`config.mk`:
```
export PLATFORM = sky130hd
export DESIGN_NAME = proc_req_arbiter
export DESIGN_NICKNAME = d
export VERILOG_FILES = /design/src/rtl/proc_req_arbiter.sv
export SDC_FILE = /design/constraint.sdc
export NUM_CORES = 1
export LEC_CHECK = 0
export ABC_AREA = 1
export CAP_MARGIN = 10
export CORE_ASPECT_RATIO = 1.1
export CORE_UTILIZATION = 40
export DETAILED_ROUTE_END_ITERATION = 8
export PLACE_DENSITY_LB_ADDON = 0.25
export SYNTH_ARGS = -nofsm -noshare
export SYNTH_HDL_FRONTEND = slang
export SYNTH_SLANG_ARGS = --single-unit
```
`constraint.sdc`:
```
create_clock -name clk -period 2.9 [get_ports clk]
set_clock_uncertainty 0.05 [all_clocks]
set_input_delay 0.58 -clock clk [delete_from_list [all_inputs] [get_ports clk]]
set_output_delay 0.58 -clock clk [all_outputs]
set_load 0.02 [all_outputs]
```
`src/rtl/proc_req_arbiter.sv`:
```
// -----------------------------------------------------------------------------
// proc_req_arbiter
//
// Arbitrates NUM_REQ processor requesters onto a single command port that
// feeds addr_segregator_proc. One transaction is in flight at a time: the
// winner is chosen round-robin in IDLE, its command and address are captured
// on entry to BUSY and held there until the cache reports completion
// (cache_done) or the transaction is aborted after TIMEOUT BUSY cycles.
//
// Ports
//   clk         in   clock, rising edge
//   rst         in   synchronous active-high reset
//   req_rd      in   [NUM_REQ]           per-requester read request
//   req_wr      in   [NUM_REQ]           per-requester write request
//   req_addr    in   [NUM_REQ*ADDR_WID]  flattened requester addresses
//   cache_done  in   one-cycle completion pulse from the cache datapath
//   cmd_rd      out  read command (registered)
//   cmd_wr      out  write command (registered)
//   address     out  [ADDR_WID] command address (registered, held in IDLE)
//   gnt         out  [NUM_REQ] one-hot owner of the current transaction
//   ack         out  [NUM_REQ] one-cycle completion pulse to the owner
//   timeout     out  one-cycle pulse when a transaction is aborted
//   busy        out  high while in BUSY
// -----------------------------------------------------------------------------
module proc_req_arbiter #(
    parameter int ADDR_WID = 32,
    parameter int NUM_REQ  = 4,
    parameter int TIMEOUT  = 16
) (
    input  logic                        clk,
    input  logic                        rst,
    input  logic [NUM_REQ-1:0]          req_rd,
    input  logic [NUM_REQ-1:0]          req_wr,
    input  logic [NUM_REQ*ADDR_WID-1:0] req_addr,
    input  logic                        cache_done,
    output logic                        cmd_rd,
    output logic                        cmd_wr,
    output logic [ADDR_WID-1:0]         address,
    output logic [NUM_REQ-1:0]          gnt,
    output logic [NUM_REQ-1:0]          ack,
    output logic                        timeout,
    output logic                        busy
);

    localparam int IDX_W = (NUM_REQ > 1) ? $clog2(NUM_REQ) : 1;
    localparam logic [IDX_W:0] NUM_REQ_W = (IDX_W+1)'(NUM_REQ);
    localparam logic [IDX_W-1:0] LAST_IDX = IDX_W'(NUM_REQ - 1);
    // Final BUSY cycle count before the transaction is abandoned.
    localparam logic [3:0] TOUT_LAST = 4'(TIMEOUT - 1);

    typedef enum logic [0:0] {
        IDLE = 1'b0,
        BUSY = 1'b1
    } state_t;

    state_t               state_r;
    logic [IDX_W-1:0]     ptr_r;
    logic [IDX_W-1:0]     owner_r;
    logic [3:0]           tout_cnt_r;

    logic [NUM_REQ-1:0]   elig_s;
    logic [2*NUM_REQ-1:0] elig_dbl_s;
    logic [NUM_REQ-1:0]   rot_s;
    logic [IDX_W-1:0]     off_s;
    logic [IDX_W:0]       sum_s;
    logic [IDX_W-1:0]     win_idx_s;
    logic                 win_found_s;

    // Index of the lowest set bit; callers only use it when v is non-zero.
    function automatic logic [IDX_W-1:0] lowest_set(input logic [NUM_REQ-1:0] v);
        logic [IDX_W-1:0] idx;
        idx = {IDX_W{1'b0}};
        for (int i = NUM_REQ - 1; i >= 0; i--) begin
            if (v[i]) begin
                idx = IDX_W'(i);
            end else begin
                idx = idx;
            end
        end
        return idx;
    endfunction

    // One-hot vector with bit idx set.
    function automatic logic [NUM_REQ-1:0] onehot(input logic [IDX_W-1:0] idx);
        return {{(NUM_REQ-1){1'b0}}, 1'b1} << idx;
    endfunction

    // Round-robin winner: rotate the eligibility vector so that bit 0 is the
    // requester at ptr, take the lowest set bit, then map the offset back.
    always_comb begin
        elig_s      = req_rd ^ req_wr;
        elig_dbl_s  = {elig_s, elig_s} >> ptr_r;
        rot_s       = elig_dbl_s[NUM_REQ-1:0];
        win_found_s = |rot_s;
        off_s       = lowest_set(rot_s);
        sum_s       = {1'b0, ptr_r} + {1'b0, off_s};
        if (sum_s >= NUM_REQ_W) begin
            win_idx_s = IDX_W'(sum_s - NUM_REQ_W);
        end else begin
            win_idx_s = IDX_W'(sum_s);
        end
    end

    // Arbitration FSM with all outputs registered.
    always_ff @(posedge clk) begin
        if (rst) begin
            state_r    <= IDLE;
            ptr_r      <= {IDX_W{1'b0}};
            owner_r    <= {IDX_W{1'b0}};
            tout_cnt_r <= 4'd0;
            gnt        <= {NUM_REQ{1'b0}};
            ack        <= {NUM_REQ{1'b0}};
            cmd_rd     <= 1'b0;
            cmd_wr     <= 1'b0;
            address    <= {ADDR_WID{1'b0}};
            timeout    <= 1'b0;
            busy       <= 1'b0;
        end else begin
            // ack and timeout are single-cycle pulses.
            ack     <= {NUM_REQ{1'b0}};
            timeout <= 1'b0;
            case (state_r)
                IDLE: begin
                    if (win_found_s) begin
                        state_r    <= BUSY;
                        busy       <= 1'b1;
                        owner_r    <= win_idx_s;
                        tout_cnt_r <= 4'd0;
                        gnt        <= onehot(win_idx_s);
                        cmd_rd     <= req_rd[win_idx_s];
                        cmd_wr     <= req_wr[win_idx_s];
                        address    <= req_addr[win_idx_s*ADDR_WID +: ADDR_WID];
                    end else begin
                        state_r <= IDLE;
                    end
                end
                BUSY: begin
                    // A done on the last allowed cycle still counts as a
                    // normal completion, so timeout is gated by cache_done.
                    if (cache_done || (tout_cnt_r == TOUT_LAST)) begin
                        state_r <= IDLE;
                        busy    <= 1'b0;
                        ack     <= onehot(owner_r);
                        timeout <= ~cache_done;
                        gnt     <= {NUM_REQ{1'b0}};
                        cmd_rd  <= 1'b0;
                        cmd_wr  <= 1'b0;
                        if (owner_r == LAST_IDX) begin
                            ptr_r <= {IDX_W{1'b0}};
                        end else begin
                            ptr_r <= owner_r + IDX_W'(1);
                        end
                    end else begin
                        tout_cnt_r <= tout_cnt_r + 4'd1;
                    end
                end
                default: begin
                    state_r <= IDLE;
                    busy    <= 1'b0;
                    gnt     <= {NUM_REQ{1'b0}};
                    cmd_rd  <= 1'b0;
                    cmd_wr  <= 1'b0;
                end
            endcase
        end
    end

endmodule

```
==> summary.md, run 1 <==
| Metric | Value |
|---|---|
| Result of the run | complete, no violations |
| Slew at the pin closest to its max-slew limit | 0.530 ns |
| TritonCTS sink count | 53 |
| Area of the die | 9210 um2 |
| Worst Path Max Fanout | 34 |
| Tcrit/Tclk final | 95.9% |
| Most frequent standard cell in the layout excluding fill and tap cells | clkdlybuf4s50_1 |
| Beginning of the critical path | req_rd[0] |
| Worst setup EP type | flop |
| Average footprint of a synthesized cell | 7.50 um2 |
| Hold_ws | 0.420 ns |
| Initial Utilization | 41.8% |
| Number of buffers on the longest clock path | 2 |
| Syn nets | 614 |
| Endpoint of the lowest-slack register-to-register path | address[26] |
| Wire length reported by the detailed router | 11000 um |
| Number of global-route vias before repair | 4037 |
| Placed instance area | 5610 um2 |
| Antenna Violating Nets Remaining | 0 |
| Post-DR vias/cell | 5.19 |
| Portion of total power attributed to the clock network | 12.7% |
| Total iterations of the first detailed-routing run | 5 |
| Count of input and output buffers | 182 |
| Sequential element share of the synthesized area | 30.0% |
| Deepest level of the CTS H-tree | 2 |
| Synth top area cells | dfxtp_1 30%, nand3_1 11%, nand2_1 11%, mux2i_1 11%, mux2_2 8.3% |
| Setup violation total in the final timing report | 0 |
| Number of top-level pins | 183 |
| Skew-Pair Late Insertion Delay | 0.30 ns |
| Yosys top cell by area | dfxtp_1 |
| Die X | 91.6 um |
| Worst R2R Setup Slack | 0.23 ns |
| Number of placed instances, taps included | 757 |
| Critical Path Source Type | input pin |
| Required @ worst endpoint | 3.06 ns |
| Post-route non-filler standard cell count | 763 |
| Net load switching power | 1.17 mW |
| Distinct cell type count of the synthesized netlist | 29 |
| Warnings from Yosys | 0 |
| Core utilization of the finished layout | 67.8% |
| Post-Syn Instances | 471 |
| Total routing usage reported by global routing | 24.3% |
| Die outline height | 101 um |
| Largest net degree at the start of global routing | 35 |
| Static Leakage | 2.43 nW |
| Clock-pin transition on the worst setup and hold timing paths | 0.09 ns |
| Wirelength per Cell | 14.4 um |
| Worst setup path endpoint | address[26] |
| Post-route minimum period | 2.78 ns |
| Via count | 3960 |
| HP Start | address[3] |
| CTS root buf | clkbuf_8 |
| Count of endpoints failing hold in the final timing report | 0 |
| Path category of the worst min-delay check | reg2reg |
| Final RePlAce weighted congestion | 0.791 |
| Worst slack at placement | -0.215 ns |
| Post-CTS setup buffer count | 0 |
| Worst path setup slack after routing | 0.118 ns |
| Max-Cap Viols | 0 |
| Total half-perimeter wirelength after legalization and detailed placement | 8380 um |
| Most used cells in the layout excluding fill and tap cells | 182 x clkdlybuf4s50_1, 101 x nand2_1, 74 x nand3_1 |
| Part of the total power dissipated in sequential elements | 30.1% |
| Final Instance Area | 5730 um2 |
| CTS Hold Bufs | 0 |
| Global-route wire length before repair | 17900 um |
| Total CTS buffers | 5 |
| RR Startpoint | ptr_r[0] |
| Initial antenna violation count | 0 |
| Post-synthesis instance area | 3530 um2 |
| Area Growth Syn to Fin | 62.2% |
| Peak clock frequency supported by timing | 359 MHz |
| Area share of the leading cell type in the synthesized netlist | 30.0% |
| Combinational group share of total power | 57.2% |
| Data arrival time of the critical path | 2.94 ns |
| Number of rows created at floorplan | 35 |
| Iter 0 DRT Violations | 135 |
| Number of nets in the finished design | 796 |
| Proportion of layout cells with a drive suffix above 1 | 17.2% |
| Register bit total from synthesis | 53 |
| Number of antenna cells inserted | 0 |
| CTS tree | done |
| Max VDD drop | 0.239 mV |
| Worst Path Class, Setup | in2reg |
| Power per Cell Area | 534 nW/um2 |
| Total overflow reported by the global router | 0 |
| DRC viols | 0 |
| Max-slew headroom at the worst pin | 64.6% |
| Switching fraction of total power | 38.1% |
| Reg2Reg Depth | 12 |
| Final Max Tran Viols | 0 |
| Core outline area | 8450 um2 |
| Internal power | 1.89 mW |
==> metal layers <==
metal	wire (um)	vias up	GRT usage [%]
li1	-	1954	-
met1	4120	1797	24.9
met2	5680	180	46.3
met3	881	29	6.33
met4	345	0	11.0
met5	0	-	0
==> cells in the mapped netlist <==
cell type    n
o21ai_2      1
mux2_2      26
nand4_1     13
buf_2       18
o211ai_1     1
nor2_1      10
nand2_4      1
a21oi_2     10
nand2_1    102
dfxtp_1     53
o21ai_0      5
buf_1        1
nor2_2       3
a21oi_1     21
clkbuf_1     9
o21ai_1      1
inv_1       33
nor3_1       4
ha_1         4
xor2_1       3
nand3_2     13
mux2i_1     38
o32ai_1      1
inv_2        3
a211oi_1     1
nor2_4       1
nand2_2     13
buf_6        3
nand3_1     79
==> metrics by stage <==
| step | setup TNS [ns] | power, mW |
|---|---|---|
| detailed placement | -6.62 | 2.67 |
| CTS | 0 | 3.07 |
| global placement | -3.33 | 2.64 |
| floorplan | 0 | 1.97 |
| global route | -0.280 | 3.27 |
| finish | 0 | 3.06 |
==> cells by family (layout without fill, tap and decap cells) <==
| group | after synthesis | in the layout | share of synthesized area, % |
|---|---|---|---|
| AND/OR/NAND/NOR | 239 | 239 | 33.1 |
| buffers and inverters | 67 | 248 | 8.40 |
| multiplexers | 64 | 64 | 19.1 |
| flip-flops | 53 | 53 | 30.0 |
| AO/OA/AOI/OAI | 41 | 41 | 7.23 |
| adder cells (fa/ha/maj) | 4 | 4 | 1.42 |
| XOR/XNOR | 3 | 3 | 0.744 |
==> cell type report <==
class	count	area, um2
clock buffer	5	68.8
sequential	53	1060
timing repair buffer	206	2090
tap	111	139
multi-input combinational	351	2230
clock inverter	1	5.00
inverter	36	135
fill	709	2720
==> flip-flops by register name, summed over array words and instances (netlist names) <==
name	count
tout_cnt_r	4
gnt	4
busy	1
state_r	1
address	32
owner_r	2
cmd_rd	1
ack	4
ptr_r	2
cmd_wr	1
timeout	1
==> worst min path at each step <==
stage | slack (ns) | end | depth (start not counted)
floorplan | 0.40 | ack[1] | 1
global placement | 0.40 | address[13] | 2
detailed placement | 0.41 | gnt[3] | 2
CTS | 0.42 | gnt[3] | 2
global route | 0.43 | gnt[3] | 2
finish | 0.42 | address[3] | 2
==> timing repair <==
item / CTS / global route
setup endpoints to repair: 0 / 39
resized for setup: 0 / 10
hold endpoints to repair: 0 / 0
==> power by group through the flow <==
stage	registers (mW)	clock network, mW	logic, mW
finish	0.920	0.389	1.75
global route	0.933	0.435	1.90
CTS	0.918	0.404	1.75
detailed placement	0.932	0	1.74
global placement	0.931	0	1.71
floorplan	1.05	0	0.924
==> worst max-delay path, stage by stage <==
cell and delay [ns]:
clkdlybuf4s50_1 0.52, nand2_1 0.12, nand3_2 0.13, nand2_2 0.07, o21ai_1 0.21, a21oi_2 0.12, ha_4 0.31, buf_12 0.23
mux2_2 0.36, nand4_1 0.09, nand3_1 0.08, nand2_1 0.06, inv_1 0.05
No activity file was read; power rests on OpenSTA's default activity.
==> inputs of run 2 (changes only) <==
- SKIP_LAST_GASP: default -> 1
==> results of run 2 <==
Same layout as run 1: the final DEF is identical, and so are final timing and power.
